===== src/rtl/dma_pingpong_ctrl.sv =====
// ---------------------------------------------------------------------------
// dma_pingpong_ctrl
//
// Purpose:
//   Sequencer for a DMA double buffer. There are two DEPTH-byte buffers. One
//   buffer is filled from the source side while the other is drained to the
//   destination side. The block handles:
//     - transfer direction (CPU->MEM or MEM->CPU)
//     - 8-bit and 4-bit (nibble) beats
//     - transfer length
//     - ping-pong swapping between the two buffers
//   It drives the buffer RAM strobes and both side handshakes. The buffer RAM
//   itself (combinational read) and the data muxing live outside this block.
//
// Parameters:
//   DEPTH  bytes per buffer (power of two)
//   AW     buffer address width, clog2(DEPTH)
//   LEN_W  width of the transfer length in bytes
//
// Ports:
//   clk        in   1      clock
//   resetn     in   1      synchronous, active-low reset
//   start      in   1      start pulse; sampled only in IDLE
//   dir        in   1      1 = CPU->MEM (src 8b, dst 4b), 0 = MEM->CPU (src 4b, dst 8b)
//   len        in   LEN_W  transfer length in bytes; latched at start
//   busy       out  1      transfer in progress
//   done       out  1      one-cycle completion pulse
//   src_valid  in   1      source beat valid
//   src_ready  out  1      controller accepts a source beat
//   dst_ready  in   1      destination accepts a beat
//   dst_valid  out  1      destination beat valid
//   wr_en      out  1      buffer write strobe
//   wr_buf     out  1      buffer being filled
//   wr_addr    out  AW     byte address in the fill buffer
//   wr_nib     out  2      byte lanes written (11 full, 01 low, 10 high)
//   rd_en      out  1      buffer read strobe
//   rd_buf     out  1      buffer being drained
//   rd_addr    out  AW     byte address in the drain buffer
//   rd_nib     out  1      nibble select on a 4-bit destination
// ---------------------------------------------------------------------------
module dma_pingpong_ctrl #(
    parameter int DEPTH = 8,
    parameter int AW    = 3,
    parameter int LEN_W = 8
) (
    input  logic             clk,
    input  logic             resetn,
    input  logic             start,
    input  logic             dir,
    input  logic [LEN_W-1:0] len,
    output logic             busy,
    output logic             done,
    input  logic             src_valid,
    output logic             src_ready,
    input  logic             dst_ready,
    output logic             dst_valid,
    output logic             wr_en,
    output logic             wr_buf,
    output logic [AW-1:0]    wr_addr,
    output logic [1:0]       wr_nib,
    output logic             rd_en,
    output logic             rd_buf,
    output logic [AW-1:0]    rd_addr,
    output logic             rd_nib
);

    typedef enum logic [1:0] {
        ST_IDLE = 2'd0,
        ST_RUN  = 2'd1,
        ST_DONE = 2'd2
    } state_t;

    state_t               state;
    logic                 dir_q;
    logic [LEN_W-1:0]     len_q;
    logic [LEN_W-1:0]     fill_left;
    logic [LEN_W-1:0]     drained;
    logic                 wr_ph;
    logic                 rd_ph;
    logic [1:0]           full;
    logic [1:0][AW:0]     cnt;

    logic                 src_is_nib;
    logic                 dst_is_nib;
    logic                 wr_byte_done;
    logic                 rd_byte_done;
    logic                 wr_last;
    logic                 rd_last;
    logic [AW:0]          rd_cnt_m1;
    logic                 xfer_end;

    // CPU->MEM: 8-bit source, 4-bit destination.
    // MEM->CPU: 4-bit source, 8-bit destination.
    assign src_is_nib = ~dir_q;
    assign dst_is_nib = dir_q;

    assign busy = (state == ST_RUN);
    assign done = (state == ST_DONE);

    // The fill side stalls while its target buffer still holds undrained
    // bytes, and once every byte of the transfer has been accepted.
    assign src_ready = (state == ST_RUN) && !full[wr_buf] && (fill_left != '0);
    assign dst_valid = (state == ST_RUN) && full[rd_buf];

    assign wr_en = src_valid & src_ready;
    assign rd_en = dst_valid & dst_ready;

    // Lane select is held at zero whenever no beat can be accepted, so
    // that an idle controller presents all-zero strobes.
    always_comb begin
        wr_nib = 2'b00;
        if (src_ready) begin
            if (!src_is_nib) begin
                wr_nib = 2'b11;
            end else if (wr_ph) begin
                wr_nib = 2'b10;
            end else begin
                wr_nib = 2'b01;
            end
        end
    end

    assign rd_nib = dst_is_nib & rd_ph;

    // A byte is complete on a full-width beat, or on the second
    // (high-nibble) beat of a nibble-wide side.
    assign wr_byte_done = wr_en & (~src_is_nib | wr_ph);
    assign rd_byte_done = rd_en & (~dst_is_nib | rd_ph);

    // A fill buffer closes when it reaches its last address or when the
    // final byte of the transfer arrives (partial last buffer).
    assign wr_last   = (wr_addr == AW'(DEPTH - 1)) || (fill_left == LEN_W'(1));
    assign rd_cnt_m1 = cnt[rd_buf] - (AW + 1)'(1);
    assign rd_last   = ({1'b0, rd_addr} == rd_cnt_m1);
    assign xfer_end  = rd_byte_done && ((drained + LEN_W'(1)) == len_q);

    // Main sequencer. Fill and drain bookkeeping run in parallel while in
    // RUN. Setting full[wr_buf] and clearing full[rd_buf] in the same cycle
    // never collide: the fill side only writes into an empty buffer and the
    // drain side only reads from a full one, so the indices always differ.
    always_ff @(posedge clk) begin
        if (!resetn) begin
            state     <= ST_IDLE;
            dir_q     <= 1'b0;
            len_q     <= '0;
            fill_left <= '0;
            drained   <= '0;
            wr_buf    <= 1'b0;
            wr_addr   <= '0;
            wr_ph     <= 1'b0;
            rd_buf    <= 1'b0;
            rd_addr   <= '0;
            rd_ph     <= 1'b0;
            full      <= '0;
            cnt       <= '0;
        end else begin
            case (state)
                ST_IDLE: begin
                    if (start) begin
                        dir_q     <= dir;
                        len_q     <= len;
                        fill_left <= len;
                        drained   <= '0;
                        if (len == '0) begin
                            state <= ST_DONE;
                        end else begin
                            state <= ST_RUN;
                        end
                    end
                end

                ST_RUN: begin
                    if (wr_en) begin
                        if (!wr_byte_done) begin
                            wr_ph <= 1'b1;
                        end else begin
                            wr_ph     <= 1'b0;
                            fill_left <= fill_left - LEN_W'(1);
                            if (wr_last) begin
                                full[wr_buf] <= 1'b1;
                                cnt[wr_buf]  <= {1'b0, wr_addr} + (AW + 1)'(1);
                                wr_buf       <= ~wr_buf;
                                wr_addr      <= '0;
                            end else begin
                                wr_addr <= wr_addr + AW'(1);
                            end
                        end
                    end

                    if (rd_en) begin
                        if (!rd_byte_done) begin
                            rd_ph <= 1'b1;
                        end else begin
                            rd_ph   <= 1'b0;
                            drained <= drained + LEN_W'(1);
                            if (rd_last) begin
                                full[rd_buf] <= 1'b0;
                                rd_buf       <= ~rd_buf;
                                rd_addr      <= '0;
                            end else begin
                                rd_addr <= rd_addr + AW'(1);
                            end
                        end
                    end

                    if (xfer_end) begin
                        state <= ST_DONE;
                    end
                end

                ST_DONE: begin
                    // Return every pointer to its reset position, so that
                    // the next transfer always starts from buffer 0.
                    state     <= ST_IDLE;
                    fill_left <= '0;
                    drained   <= '0;
                    wr_buf    <= 1'b0;
                    wr_addr   <= '0;
                    wr_ph     <= 1'b0;
                    rd_buf    <= 1'b0;
                    rd_addr   <= '0;
                    rd_ph     <= 1'b0;
                    full      <= '0;
                    cnt       <= '0;
                end

                default: begin
                    state <= ST_IDLE;
                end
            endcase
        end
    end

endmodule


===== config.mk =====
export PLATFORM = sky130hd
export DESIGN_NAME = dma_pingpong_ctrl
export DESIGN_NICKNAME = d
export VERILOG_FILES = /design/src/rtl/dma_pingpong_ctrl.sv
export SDC_FILE = /design/constraint.sdc
export NUM_CORES = 1
export LEC_CHECK = 0
export CAP_MARGIN = 5
export CORE_MARGIN = 3
export CORE_UTILIZATION = 43
export CTS_BUF_LIST = sky130_fd_sc_hd__clkbuf_4 sky130_fd_sc_hd__clkbuf_8
export DETAILED_ROUTE_END_ITERATION = 7
export PLACE_DENSITY = 0.69
export SLEW_MARGIN = 20
export SYNTH_ARGS = -nofsm -noshare
export SYNTH_HDL_FRONTEND = slang
export SYNTH_SLANG_ARGS = --single-unit

===== constraint.sdc =====
create_clock -name clk -period 2.1 [get_ports clk]
set_input_delay 0.21 -clock clk [delete_from_list [all_inputs] [get_ports clk]]
set_output_delay 0.21 -clock clk [all_outputs]
set_load 0.02 [all_outputs]

# == Yosys cells after proc, flatten, opt, wreduce, memory -nomap -nowiden ==
# Cells that the tools add are included.
# totals
regBits,47
inputBits,14
elab_cells,137
# op_classes
n_addsub,6
n_lt_le_gt_ge,4
n_eq_ne,14
n_mux,63
bitwise_logic,13
reduce_logical,23
# op_table
operator,count
$mux 8,9
$pmux 8 s3,2
$mux 2,14
$mux 3,6
$mux 1,16
$pmux 8 s2,1
$reduce_and 4->1,4
$ne 2x1->1 const B,7
$mux 4,3
$pmux 3 s2,2
$add 8x1->8 const B,1
$bwmux 8,1
$eq 8x1->1 const B,1
$eq 8x8->1,1
$logic_not 8->1,1
$pmux 1 s2,4
$pmux 2 s2,2
$reduce_and 2->1,4
$reduce_bool 8->1,1
$sub 8x1->8 const B,1
$add 3x1->3 const B,2
$logic_and 1x1->1,6
$reduce_and 3->1,2
$and 1x1->1,5
21 further kinds,27

# == Longest topological paths before layout ==
# Gate-level depths: netlist of run 1.
# logic_depth
depth_word,16
depth_mapped,10
ltp_nobuf,9

# == Worst setup path after synthesis of run 1 ==
# Ideal clock, no wire load.
# synth_timing
path_kind,register to register
from,register drained[1]
to,register state[0]
setup_ns,0.073
t_arrival_ns,2.219
path_slack_ns,-0.192
stages_incl_launch_ff,9
path_buffers,1
synth_period_minus_slack_ns,2.292
cell_sequence,dfxtp_1 ha_1 buf_4 xnor2_1 or4_1 and4_1 or4_4 mux2_4 o211ai_2
# synth_between
elab_chain_len,5
# synth_lines
item,line_no,source
"start, declared",77,logic [LEN_W-1:0] drained;
"start signal, assigned",195,drained <= drained + LEN_W'(1);
$add 8x1->8,135,assign xfer_end = rd_byte_done && ((drained + LEN_W'(1)) == len_q);
$eq 8x8->1,135,
$logic_and 1x1->1,135,
$ne 2x1->1 (no source line),-,
$reduce_and 2->1 (no source line),-,
"end signal, assigned",143,state <= ST_IDLE;
"end signal, assigned",165,state <= ST_DONE;
"end signal, assigned",167,state <= ST_RUN;
"end, declared",73,state_t state;
# Every way passes these cells.
# A chain may end at the register's enable or synchronous reset.

# == Final worst setup path of run 1 ==
# layout_timing
from,register drained[0]
to,register state[0]
# The elaborated chain is that of the path after synthesis.

==> metrics, run 1 <==
Clk Tree Root Cell=clkbuf_8; Synth Area in Compound Gates=24.5%; most common library cell in the layout ignoring fill and taps=nand2_1; final total power=about 3300 µW; Total Die Area=7800 µm²; CTS tree=done; row count=29; initial core utilization=45.1%; portion of the post-synthesis area used by sequential elements=32.3%; net total in the final layout=449; simple-gate portion of the synthesized area=a little over a quarter; area of the placeable core=~6500 µm²; overall via count from detail_route=~2.8k; number of inserted diodes=0; Synth warnings=0; data required time of the critical path=~2.3 ns; horizontal die dimension=just under 90 µm; total track usage=19.8%; Power Density=884 nW/µm²; type of the worst setup path=flop to flop; Register-to-Register Setup Slack=-0.02 ns; relative slew slack=64.6%; violations in the final reports=negative setup slack; DRC marker count from the first detailed-route iteration=100; top library cells by usage in the layout, fill and taps aside=nand2_1 (63), dfxtp_1 (40), buf_4 (40), nor2_1 (24), clkdlybuf4s50_1 (24); Wirelength per Cell=14.7 µm; antenna violations before repair=0; synthesized flop and latch total=between 40 and 50; core occupancy in the finished layout=between 50% and 60%; worst-path maximum fanout=3; clock tree skew after final layout=0.0105 ns; CP startpoint kind=flop; I/O Buffers=30; area delta synth->final=26.5%; clock input transition at the sequential cells of the worst setup and hold paths=~0.09 ns; vias per cell=approximately 5.7; shortest clock period the worst path allows after layout=roughly 2.1 ns; first-pass GRT wire length=12.4 mm; later-pin clock latency in the skew report=around 0.30 ns; fillers=600; mux contribution to synthesized area=between 3 and 4%; detailed-route wire length=about 7.4 mm; Ports=31; post-synthesis net count=between 300 and 400; data arrival time of the worst path=roughly 2.4 ns; Hold Path Class=input port to flop; share of the synthesized netlist area taken by xor and xnor gates=3.56%; post-synthesis instance area=roughly 2900 µm²; average size of a mapped cell=7.94 µm²; flip-flop cell with the highest count after synthesis=dfxtp_1; number of remaining DRC errors=0; pre-CTS worst setup slack=-0.00856 ns; Final Slew Violations=0; routability congestion estimate=0.862; final period utilization=101%; Final setup violation count=1; number of levels in the clock H-tree=2; dominant combinational cell family by area after synthesis=simple AND/OR/NAND/NOR gates; Post-CTS Hold Fix Bufs=0; endpoint class of the critical path=flop; buffer depth of the longest clock path=2; worst setup margin=-0.0200 ns; Synth cell types=slightly below 70; Peak Freq=about 470 MHz; area used by sequential logic in the layout=between 900 and 1000 µm²; DPL Wire Length=~5.5 mm; total iterations of the first detailed-routing run=4; fraction of final layout cells sized beyond drive strength 1=approximately a fifth; overflow left after global routing=0; number of max-cap violations=0; EDFF count, synth=0; cts bufs inserted=5; final hold vios=0; maximum number of pins on one net before global-route repair=35; RSZ-0062 raised after global routing=yes; count of clock tree sinks=47; Worst Tran Pin Value=about 0.53 ns; combined area of the multi-input logic cells=approximately 1900 µm²; vias in the first global route=about 2.6k; static power due to leakage=0.00143 µW; Max IR drop VDD=0.000429 V; post-synthesis async set-or-reset flop share=0%; Syn Inst Count=between 300 and 400; adder-cell share of the synthesized area=between 4 and 5%; Die Y-Extent=88.3 µm; result of the run=complete, but fails checks; residual antenna-violating net count after detailed routing=0
## critical path, stage by stage (launching register included)
cell	delay, ns
dfxtp_4	0.36
ha_4	0.16
xnor2_1	0.11
or4_1	0.39
and4_1	0.17
or4_4	0.49
mux2_4	0.31
o211ai_2	0.07
## Yosys cell counts, drive strengths merged (2+ instances only)
cell type | n | share of area (%)
o2111ai | 4 | 1.2
o211ai | 8 | 2.2
nand3 | 9 | 1.5
nor2 | 25 | 3.3
o31ai | 3 | 0.77
a211oi | 4 | 1.0
nor3 | 9 | 1.5
mux2i | 5 | 1.7
nor4 | 5 | 1.1
o21ai | 13 | 2.2
or3 | 6 | 1.3
and4 | 3 | 0.94
o2bb2ai | 2 | 0.60
o21a | 3 | 0.77
o22ai | 6 | 1.3
xnor2 | 8 | 2.7
or4 | 2 | 0.64
and2 | 5 | 1.1
inv | 13 | 1.7
mux2 | 3 | 1.3
buf | 11 | 2.4
nand4b | 4 | 1.2
a21oi | 22 | 3.8
clkbuf | 8 | 1.0
nand2 | 63 | 8.1
or3b | 2 | 0.60
nor2b | 7 | 1.5
a21boi | 17 | 4.5
and3 | 2 | 0.47
xor2 | 3 | 0.90
ha | 11 | 4.7
dfxtp | 47 | 32
nand4 | 6 | 1.3
a31oi | 6 | 1.3
nand2b | 4 | 0.86
## through the flow
step | hold slack (ns) | setup TNS [ns] | instance area (µm²) | cells
floorplan | 0.345 | -0.148 | 2950 | 367
global route | 0.459 | -0.269 | 3690 | 502
detailed placement | 0.461 | -0.00856 | 3520 | 491
global placement | 0.459 | 0 | 3520 | 491
CTS | 0.455 | -0.0110 | 3660 | 502
finish | 0.468 | -0.0200 | 3690 | 502
## state kept, by name (all words and copies together) (netlist names)
signal     flops
full           2
state          2
rd_addr        3
cnt            8
wr_addr        3
drained        8
rd_ph          1
len_q          8
fill_left      8
dir_q          1
wr_buf         1
wr_ph          1
rd_buf         1
## timing repair
item,CTS,global route
endpoints found under the setup margin,8,18
setup buffers,3,0
pin swaps,4,4
gates resized for setup,15,15
## final cells by class
cell class / instances / share of cell area [%]
multi-input combinational: 285 / 50.5
sequential: 47 / 26.0
timing repair buffer: 71 / 16.4
tap: 77 / 2.61
clock buffer: 5 / 1.87
inverter: 14 / 1.49
clock inverter: 3 / 1.19
## power breakdown
part / internal (µW) / total, µW / switching, µW
Clock: 355 / 679 / 324
Combinational: 656 / 1470 / 816
Sequential: 1010 / 1110 / 103
## routing by layer
metal  wire (µm)  up-vias  track usage (%)  part of all wire [%]
met5           0        -                0                     0
met4          80        0             4.81                   1.1
met3         361        8             4.19                   4.9
met2        3380       75             31.3                    46
met1        3540     1324             27.5                    48
li1            -     1435                -                     -
## cells by family after synthesis
| family | after synthesis |
|---|---|
| xor+xnor | 11 |
| mux | 8 |
| compound gates | 101 |
| simple gates | 154 |
| fa+ha+maj | 11 |
| flops | 47 |
| buf+inv | 35 |
## final timing paths
check / start / end / cells after the start
worst max-delay path: drained[0] / state[0] / 7
worst min-delay path: dir / dir_q / 3
worst max register to register: drained[0] / state[0] / 7
worst min register to register: len_q[4] / len_q[4] / 2
No activity file was read; power rests on OpenSTA's default activity.
==> run 2: changes to the inputs <==
--- a/config.mk
+++ b/config.mk
@@ -10,7 +10,7 @@
 export CORE_UTILIZATION = 43
 export CTS_BUF_LIST = sky130_fd_sc_hd__clkbuf_4 sky130_fd_sc_hd__clkbuf_8
 export DETAILED_ROUTE_END_ITERATION = 7
-export PLACE_DENSITY = 0.69
+export PLACE_DENSITY_LB_ADDON = 0.3
 export SLEW_MARGIN = 20
 export SYNTH_ARGS = -nofsm -noshare
 export SYNTH_HDL_FRONTEND = slang
==> run 2 against run 1 <==
  * The run now ends clean
  * Clock-buffer cell count is 1 higher
  * Routed wire length down 0.56%
  * Largest power group unchanged
  * Clock skew shrank 0.0031 ns
  * Critical endpoint unchanged
  * Cell count up 0.40%
  * Global-route usage decreased by 0.16 points
  * Sequential share of layout area down 0.33 points
  * Worst setup slack improved by 0.066 ns
  * Non-clock buffer count up 2
  * Clock power rose by 5.9%
  * Maximum frequency up 3.2%
  * Flip-flop and latch count did not move
  * First-iteration DRC count is 64% higher
==> metrics, run 2 (same netlist as run 1, synthesis figures left out) <==
result of the run=finished clean; pre-CTS worst setup slack=-0.0104 ns; fraction of final layout cells sized beyond drive strength 1=slightly above 20%; CP startpoint kind=flop; shortest clock period the worst path allows after layout=2.05 ns; count of clock tree sinks=47; clock tree skew after final layout=approximately 0.0074 ns; most common library cell in the layout ignoring fill and taps=nand2_1; fillers=596; Power Density=between 800 and 900 nW/µm²; Final setup violation count=0; number of max-cap violations=0; data arrival time of the worst path=between 2 and 2.5 ns; first-pass GRT wire length=around 12 mm; Die Y-Extent=just under 90 µm; type of the worst setup path=flop to flop; Clk pwr share=21.7%; horizontal die dimension=between 80 and 90 µm; endpoint class of the critical path=flop; Gate power share=between 40 and 50%; Hold Path Class=input port to flop; maximum number of pins on one net before global-route repair=38; total iterations of the first detailed-routing run=4; non-filler instance count after layout=about 500; number of inserted diodes=0; RSZ-0062 raised after global routing=yes; Final Slew Violations=0; residual antenna-violating net count after detailed routing=0; overflow left after global routing=0; initial core utilization=a little under half; static power due to leakage=approximately 0.0014 µW; Max IR drop VDD=between 0.0004 and 0.0005 V; Ports=31; worst setup margin=approximately 0.046 ns; area of the placeable core=approximately 6500 µm²; cts bufs inserted=5; number of levels in the clock H-tree=2; switching power share of the total=between 30% and 40%; Peak Freq=approximately 490 MHz; DPL Wire Length=around 5.5 mm; buffer depth of the longest clock path=2; Total Die Area=~7800 µm²; DRC marker count from the first detailed-route iteration=about 160; total track usage=between 10% and 20%; number of remaining DRC errors=0; Wirelength per Cell=14.5 µm; worst-path maximum fanout=4; final hold vios=0; net total in the final layout=451; net switching power figure=between 1000 and 1500 µW; core occupancy in the finished layout=57.7%; vias per cell=about 5.7; Clk Tree Root Cell=clkbuf_8; data required time of the critical path=between 2 and 2.5 ns; internal power of the cells=roughly 2100 µW; antenna violations before repair=0; relative slew slack=about 68%; Post-CTS Hold Fix Bufs=0; overall via count from detail_route=between 2k and 3k; final total power=roughly 3300 µW; area delta synth->final=28.0%; row count=29; later-pin clock latency in the skew report=around 0.30 ns; portion of total power attributed to sequential cells=around a third; final period utilization=a little over nine tenths; routability congestion estimate=slightly below 0.9; CTS tree=done; top library cells by usage in the layout, fill and taps aside=nand2_1 (62), dfxtp_1 (41), buf_4 (40), nor2_1 (24), clkdlybuf4s50_1 (24); clock input transition at the sequential cells of the worst setup and hold paths=0.09 ns; detailed-route wire length=between 7 and 8 mm; Worst Tran Pin Value=between 0.4 and 0.5 ns; instance count after placement with tap cells included=just under 500; vias in the first global route=2,610; I/O Buffers=30
## run 2: cell count changes in the layout (fill, tap and decap cells not counted), moves of 2 or more
| cell | previous run | this run |
|---|---|---|
| inv_1 | 8 | 10 |
| dlygate4sd2_1 | 4 | 2 |
| buf_2 | 0 | 2 |
| buf_6 | 0 | 2 |
## run 2: what timing repair did
action / in CTS / in global routing
buffers inserted: 1 / 2
setup endpoints to repair: 10 / 37
pin swaps: 3 / 3
gates resized for setup: 14 / 25
## run 2: cell type report
class | instances | area [µm²] | share of cell area [%]
multi-input combinational | 285 | 1880 | 50.5
sequential | 47 | 956 | 25.6
timing repair buffer | 73 | 621 | 16.6
tap | 77 | 96.3 | 2.58
clock buffer | 6 | 82.6 | 2.21
inverter | 14 | 52.6 | 1.41
clock inverter | 2 | 38.8 | 1.04
## run 2: final timing paths
check | startpoint | endpoint | slack [ns] | cells after the start
hold / removal | dir | dir_q | 0.47 | 3
hold reg to reg | len_q[4] | len_q[4] | 0.47 | 2
setup / recovery | drained[0] | state[0] | 0.05 | 7
setup reg to reg | drained[0] | state[0] | 0.05 | 7
## run 2: per-layer routing
| layer | routed length, µm | GRT usage (%) | share of wire (%) |
|---|---|---|---|
| met1 | 3410 | 26.1 | 47 |
| met2 | 3390 | 33.0 | 46 |
| met3 | 406 | 3.17 | 5.5 |
| met4 | 112 | 5.22 | 1.5 |
| met5 | 0 | 0 | 0 |
## run 2: through the flow
stage | hold slack [ns] | area (µm²) | TNS [ns]
3_5_place_dp | 0.464 | 3530 | -0.0204
5_1_grt | 0.490 | 3730 | -0.103
3_3_place_gp | 0.462 | 3530 | 0
6_report | 0.468 | 3730 | 0
4_1_cts | 0.459 | 3670 | 0
2_1_floorplan | 0.345 | 2950 | -0.148
## run 2: worst max-delay path, stage by stage (launching register included)
cell and delay [ns]:
dfxtp_4 0.37, ha_4 0.16, xnor2_1 0.11, or4_1 0.38, and4_1 0.15, or4_4 0.43
mux2_4 0.31, o211ai_2 0.06
## run 2: power groups by stage
stage	Sequential (µW)	Clock (µW)	Combinational, µW
finish	1110	719	1480
global route	1130	770	1630
global placement	1120	0	1420
detailed placement	1120	0	1420
CTS	1100	737	1430
floorplan	1150	0	867
==> run 3: changes to the inputs <==
--- a/config.mk
+++ b/config.mk
@@ -15,3 +15,4 @@
 export SYNTH_ARGS = -nofsm -noshare
 export SYNTH_HDL_FRONTEND = slang
 export SYNTH_SLANG_ARGS = --single-unit
+export TNS_END_PERCENT = 30
==> run 3 against run 2 <==
  * Sequential power hardly changed
  * Design area is 0.17% lower
  * Clock skew is 0.0010 ns higher
  * First-iteration DRC count is 13% higher
  * Core utilization is 0.097 points lower
  * Flip-flop and latch count stayed put
  * Highest routed layer unchanged
  * Combinational power hardly changed
==> metrics, run 3 (same netlist as run 1, synthesis figures left out) <==
final hold vios=0; CP startpoint kind=flop; Power Density=roughly 890 nW/µm²; routability congestion estimate=0.888; startpoint of the worst hold path=dir; row count=29; instance area after placement=roughly 3500 µm²; depth of the worst hold-timing path=3; pre-CTS worst setup slack=-0.0104 ns; result of the run=finished clean; Total Die Area=around 8000 µm²; Peak Freq=between 400 and 500 MHz; vias per cell=5.67; Ports=31; horizontal die dimension=roughly 88 µm; static power due to leakage=around 0.0014 µW; data arrival time of the worst path=about 2.3 ns; endpoint class of the critical path=flop; DRC marker count from the first detailed-route iteration=around 190; top library cells by usage in the layout, fill and taps aside=nand2_1 (62), dfxtp_1 (41), buf_4 (40), nor2_1 (24), clkdlybuf4s50_1 (24); type of the worst setup path=flop to flop; relative slew slack=65.2%; final period utilization=a little over nine tenths; Post-CTS Hold Fix Bufs=0; vias in the first global route=2,603; buffer depth of the longest clock path=2; core occupancy in the finished layout=between 50% and 60%; first-pass GRT wire length=around 12 mm; number of max-cap violations=0; area of all placed cells without fillers=around 3700 µm²; detailed-route wire length=roughly 7.3 mm; RSZ-0062 raised after global routing=yes; clock input transition at the sequential cells of the worst setup and hold paths=0.09 ns; maximum number of pins on one net before global-route repair=38; overall via count from detail_route=~2.9k; Wirelength per Cell=approximately 15 µm; worst-path maximum fanout=4; data required time of the critical path=about 2.3 ns; terminating pin of the worst hold path=dir_q; area of the placeable core=around 6500 µm²; number of inserted diodes=0; number of remaining DRC errors=0; most common library cell in the layout ignoring fill and taps=nand2_1; Register-to-Register Setup Slack=approximately 0.045 ns; chain of cells forming the critical path=ha_4, xnor2_1, or4_1, and4_1, or4_4, mux2_4, o211ai_2; Max IR drop VDD=approximately 0.0004 V; worst setup margin=0.0454 ns; I/O Buffers=30; CTS tree=done; critical register-to-register path startpoint=drained[0]; longest individual stage delay on the worst path=0.43 ns; fraction of final layout cells sized beyond drive strength 1=20.4%; Final setup violation count=0; instance count after placement with tap cells included=~490; number of levels in the clock H-tree=2; later-pin clock latency in the skew report=around 0.3 ns; clock tree skew after final layout=0.00838 ns; overflow left after global routing=0; Hold Path Class=input port to flop; shortest clock period the worst path allows after layout=between 2 and 2.5 ns; Clk Tree Root Cell=clkbuf_8; DPL Wire Length=about 5.5 mm; Final Slew Violations=0; area delta synth->final=27.8%; total track usage=between 10% and 20%; residual antenna-violating net count after detailed routing=0; Worst Tran Pin Value=0.518 ns; initial core utilization=a little under half; non-filler instance count after layout=~500; Die Y-Extent=around 90 µm; cts bufs inserted=5; critical-path cell with the highest stage delay=or4_4; count of clock tree sinks=47; worst r2r dst=state[0]; path depth of the worst reg2reg path=7; total iterations of the first detailed-routing run=5; antenna violations before repair=0; net total in the final layout=around 450
## run 3: cell types whose count changed in the layout (fill, tap and decap cells not counted)
cell       before  now
o2111ai_1       3    4
o2111ai_2       1    0
## run 3: worst max path at each step
stage | startpoint | to | depth (start not counted)
floorplan | drained[1] | state[0] | 8
global placement | drained[0] | state[0] | 7
detailed placement | wr_buf | fill_left[0] | 7
CTS | drained[1] | state[0] | 7
global route | state[1] | cnt[3] | 8
finish | drained[0] | state[0] | 7
## run 3: metrics by stage
| stage | hold slack, ns | total power (µW) | setup TNS (ns) |
|---|---|---|---|
| after floorplan | 0.345 | 2020 | -0.148 |
| after global placement | 0.462 | 2540 | 0 |
| after detailed placement | 0.464 | 2550 | -0.0204 |
| after CTS | 0.459 | 3270 | -0.0279 |
| after global routing | 0.490 | 3520 | -0.103 |
| final | 0.471 | 3300 | 0 |
## run 3: final cells by class
type / count / area, µm²
Multi-Input combinational cell: 285 / 1880
Timing Repair Buffer: 73 / 621
Inverter: 14 / 52.6
Fill cell: 600 / 2740
Sequential cell: 47 / 956
Clock buffer: 6 / 82.6
Tap cell: 77 / 96.3
Clock inverter: 2 / 38.8
## run 3: power breakdown
part | leakage [µW] | switching (µW) | internal [µW]
Clock | 0.0000618 | 321 | 392
Sequential | 0.000386 | 105 | 1010
Combinational | 0.000995 | 820 | 656
Total | 0.00144 | 1250 | 2050
## run 3: timing repair
| action | in CTS | in global routing |
|---|---|---|
| endpoints found under the setup margin | 10 | 37 |
| endpoints found under the hold margin | 0 | 0 |
| buffers inserted | 0 | 3 |
| pin swaps | 2 | 7 |
| gates resized for setup | 13 | 25 |
## run 3: layer usage
| layer | GRT usage [%] | share of wire [%] | vias to the layer above |
|---|---|---|---|
| met5 | 0 | 0 | - |
| met2 | 32.8 | 46 | 83 |
| li1 | - | - | 1442 |
| met4 | 5.22 | 1.4 | 0 |
| met1 | 26.1 | 48 | 1325 |
| met3 | 3.17 | 4.5 | 9 |
## run 3: critical path: cells and delay by family (launching register included)
kind / cells / cell delay [ns]
and+or+nand+nor: 3 / 0.96
AOI/OAI and AO/OA: 1 / 0.06
DFF: 1 / 0.37
xor gates and xnor gates: 1 / 0.11
muxes: 1 / 0.31
adders and majority gates: 1 / 0.16
==> RTL change 1, RTL diff (flow settings as in run 2) <==
Set the parameter `AW` to 2 (it was 3).
--- a/src/rtl/dma_pingpong_ctrl.sv
+++ b/src/rtl/dma_pingpong_ctrl.sv
@@ -40,7 +40,7 @@
 // ---------------------------------------------------------------------------
 module dma_pingpong_ctrl #(
     parameter int DEPTH = 8,
-    parameter int AW    = 3,
+    parameter int AW    = 2,
     parameter int LEN_W = 8
 ) (
     input  logic             clk,
Interface: changed (resized rd_addr and wr_addr); port bits go from 31 to 29. No check against the original RTL was run, so the function may have changed too.
==> RTL change 1 against run 2 <==
- sequential cell count down 4
- core utilization increased by 1.9 points
- cell count decreased by 9.3%
- via count is 11% lower
- synthesized area fell by 13%
- fmax is 6.6% lower
- the run now ends with negative setup slack left
- power grew 0.61%
- design area shrank 10%
- setup slack worse by 140 ps
- wire length down 7.7%
- largest power group unchanged
==> RTL change 1: results (changes against run 2) <==
[metrics] result of the run: complete, but fails checks
[metrics] violations in the final reports: negative setup slack
[metrics] dominant register cell in the synthesized netlist: sky130_fd_sc_hd__dfxtp_1
[metrics] number of distinct library cell variants in the gate-level netlist after synthesis: 52 (-25%)
[metrics] post-DP HPWL: 4.882 mm (-12%)
[metrics] Fin Setup TNS: -1165 ps (-1165 ps)
[metrics] worst slack at placement: -97.13 ps (-86.69 ps)
[metrics] number of buffers added on ports: 28 (-6.7%)
[metrics] part of the Yosys area used for sequential elements: 0.3403 (+0.01737)
[metrics] VDD IR max: 0.0007058 V (+75%)
[metrics] Synth Net Count: 353 (-9.9%)
[metrics] combinational power share: 0.507 (+0.060)
[metrics] startpoint of the worst setup timing path: fill_left[2]$_SDFFE_PN0P_
[metrics] largest fanout of any net on the critical path: 6 (+2)
[metrics] post-layout worst setup margin: -98.57 ps (-144.9 ps)
[metrics] most frequent cells after synthesis: sky130_fd_sc_hd__nand2_1, sky130_fd_sc_hd__dfxtp_1, sky130_fd_sc_hd__a21oi_1
[metrics] count of endpoints failing setup in the final report: 23 (+23)
[metrics] cell count after placement: 444 (-9.9%)
[metrics] DRT Pass-1 Iters: 4 (unchanged)
[metrics] total number of vias: 2539 (-11%)
[metrics] Total Routing Usage GR: 0.2020 (+0.006002)
[metrics] number of global-route vias before repair: 2245 (-14%)
[metrics] Skew-Pair Late Insertion Delay: 290 ps
[metrics] startpoint of the most critical hold path: len_q[5]$_SDFFE_PN0P_
[metrics] endpoint of the worst-slack reg-to-reg timing path: cnt[0]$_SDFFE_PN0P_
[metrics] Internal: 2.003 mW (-2.5%)
[metrics] Final nets: 407 (-9.8%)
[metrics] area grow syn2layout: 32.29%
[metrics] terminating pin of the worst hold path: len_q[5]$_SDFFE_PN0P_
[metrics] measured slew at the worst slew-check pin: 403.9 ps (-77.80 ps)
[metrics] total clock network power: 600 uW (-17%)
[metrics] final-layout worst hold slack: 468.9 ps (+1.141 ps)
[metrics] delay of the slowest cell on the worst path: 550 ps (+120 ps)
[metrics] number of standard cells after synthesis: 330 (-10%)
[metrics] Area after DPL: 0.003067 sq mm (-13%)
[metrics] WL/cell: 14.78 um (+1.8%)
[metrics] share of post-route cells with drive strength above 1: 0.2026 (-0.003492)
[metrics] Leakage: 1.269 nW (-12%)
[metrics] pin count of the biggest net entering global routing: 17 (-55%)
[metrics] net switching component of the power: 1.323 mW (+5.8%)
[metrics] Clock Skews: 3.718 ps (-3.653 ps)
[metrics] WP data arrival: 2410 ps (+130 ps)
[metrics] Top delay family on crit path: compound AO/OA/AOI/OAI gates
[metrics] fill cell total of the finished layout: 522 (-12%)
[metrics] global-route wire length before repair: 10.67 mm (-14%)
[metrics] DRT iter0 DRCs: 197 (+20%)
[metrics] vias per std cell: 5.556 (-1.8%)
[metrics] depth of the worst hold-timing path: 2 (-1)
[metrics] type of the worst min-delay path: reg -> reg
RTL change 1: cell count changes after synthesis, moves of 5 or more:
cell | run 2 | this run
sky130_fd_sc_hd__a21oi_1 | 22 | 32
sky130_fd_sc_hd__a21boi_1 | 15 | 0
sky130_fd_sc_hd__o21ai_1 | 10 | 0
sky130_fd_sc_hd__buf_4 | 5 | 0
sky130_fd_sc_hd__o21ai_0 | 3 | 10
sky130_fd_sc_hd__nand2_1 | 63 | 58
sky130_fd_sc_hd__clkbuf_1 | 8 | 14
RTL change 1: cells by family after synthesis:
logic type | Yosys count | share of synthesized area
compound gates | 87 | 0.2275
xor+xnor | 16 | 0.05539
fa+ha+maj | 9 | 0.04451
buf+inv | 31 | 0.04945
flops | 43 | 0.3403
mux | 6 | 0.02374
simple gates | 138 | 0.2591
RTL change 1: layout make-up:
type                            count  area share
Tap cell                           72     0.02692
Inverter                           15     0.01682
Sequential cell                    43      0.2587
Clock buffer                        8     0.03103
Timing Repair Buffer               62      0.1634
Multi-Input combinational cell    257      0.5032
RTL change 1: what timing repair did:
item / in CTS / in global routing
pin swaps: 4 / 21
gates cloned: 0 / 1
setup buffers: 2 / 2
endpoints found under the setup margin: 15 / 21
gates resized for setup: 25 / 30
RTL change 1: worst reg2reg max path: cells and delay by family (launching register included):
family                 cells  cell delay, ps
buffers and inverters      1             140
AND/OR/NAND/NOR            2             800
AO/OA/AOI/OAI              4             830
flip-flops                 1             330
RTL change 1: per-layer routing:
| layer | global-route usage | vias to the layer above | share of wire |
|---|---|---|---|
| met1 | 0.2756 | 1163 | 0.47 |
| met2 | 0.3125 | 81 | 0.46 |
| met5 | 0 | - | 0 |
| met3 | 0.04447 | 10 | 0.056 |
| li1 | - | 1285 | - |
| met4 | 0.07190 | 0 | 0.019 |
==> RTL change 2, RTL diff (flow settings as in run 2) <==
Without the edit above. The 3 states of `state_t` get a one-hot encoding in 3 bits.
--- a/src/rtl/dma_pingpong_ctrl.sv
+++ b/src/rtl/dma_pingpong_ctrl.sv
@@ -64,10 +64,10 @@
     output logic             rd_nib
 );
 
-    typedef enum logic [1:0] {
-        ST_IDLE = 2'd0,
-        ST_RUN  = 2'd1,
-        ST_DONE = 2'd2
+    typedef enum logic [2:0] {
+        ST_IDLE = 3'b001,
+        ST_RUN  = 3'b010,
+        ST_DONE = 3'b100
     } state_t;
 
     state_t               state;
Formal check against the unedited RTL: same outputs for any inputs over 10 cycles, from zero or initial values and one cycle with resetn low; not proved beyond that.
==> RTL change 2 against run 2 <==
- critical endpoint is now wr_nib[0]
- synthesized area is 4.5% lower
- setup slack better by 17 ps
- design area decreased by 5.3%
- sequential cell count increased by 1
- wire length grew 0.16%
- clock skew down 2.4 ps
Power is not compared: it rests on default switching activity, and its combinational part moved more than twofold at a synthesized area within 25%.
==> RTL change 2: results (changes against run 2) <==
[metrics] result of the run: finished, final reports clean
[metrics] final-layout worst hold slack: 467.3 ps (-0.4530 ps)
[metrics] minimum setup slack among reg-to-reg paths: 70 ps (+20 ps)
[metrics] synthesized area divided by synthesized cell count: 8.236 sq um (+3.7%)
[metrics] number of standard cells after synthesis: 338 (-7.9%)
[metrics] final core utilization: 0.5792 (+0.001739)
[metrics] count of state elements after synthesis: 48 (+2.1%)
[metrics] part of the Yosys area used for sequential elements: 0.3452 (+0.02228)
[metrics] clk cell area share: 0.03154 (-0.001002)
[metrics] Clock Skews: 4.949 ps (-2.422 ps)
[metrics] number of distinct library cell variants in the gate-level netlist after synthesis: 67 (-2.9%)
[metrics] WP data arrival: 1830 ps (-450 ps)
[metrics] worst flop-to-flop path startpoint: state[0]$_SDFFE_PN1P_
[metrics] wire length after detailed routing: 7.330 mm (+0.16%)
[metrics] measured slew at the worst slew-check pin: 426.1 ps (-55.65 ps)
[metrics] share of post-route cells with drive strength above 1: 0.2100 (+0.003911)
[metrics] number of instances resized during post-cts repair: 11 (-3)
[metrics] capture point of the worst path: wr_nib[0]
[metrics] fill cell total of the finished layout: 560 (-6.0%)
[metrics] startpoint of the worst setup timing path: fill_left[4]$_SDFFE_PN0P_
[metrics] synth top area cells: sky130_fd_sc_hd__dfxtp_1, sky130_fd_sc_hd__nand2_1, sky130_fd_sc_hd__a21oi_1
[metrics] Final non-clock buffer share: 0.1683 (+0.001933)
[metrics] number of global-route vias before repair: 2575 (-1.3%)
[metrics] Final nets: 421 (-6.7%)
[metrics] worst slack at placement: -11.39 ps (-0.9381 ps)
[metrics] endpoint of the worst-slack reg-to-reg timing path: cnt[1]$_SDFFE_PN0P_
[metrics] cell count after placement: 463 (-6.1%)
RTL change 2: cell types whose count changed after synthesis, moves of 6 or more:
cell,delta
sky130_fd_sc_hd__a21boi_1,-15
sky130_fd_sc_hd__a21oi_1,+14
sky130_fd_sc_hd__nand2_1,-10
sky130_fd_sc_hd__o21ai_1,-9
sky130_fd_sc_hd__o211ai_1,-6
sky130_fd_sc_hd__o21ai_0,+6
sky130_fd_sc_hd__or3_1,-6
RTL change 2: cells by family (layout without fill, tap and decap cells):
kind of cell               count (synthesis)  count (layout)  synth area share
xor gates and xnor gates                  17              17           0.05348
muxes                                      6               6           0.02292
adders and majority gates                  8               8           0.03596
AOI/OAI and AO/OA                         97              97            0.2391
buffers and inverters                     29              91           0.05528
and+or+nand+nor                          133             133            0.2481
DFF                                       48              48            0.3452
RTL change 2: per-layer routing:
layer | wire length [um] | track usage
met1 | 3450 | 0.2829
met2 | 3413 | 0.3428
met5 | 0 | 0
met3 | 393 | 0.03137
met4 | 74 | 0.05241
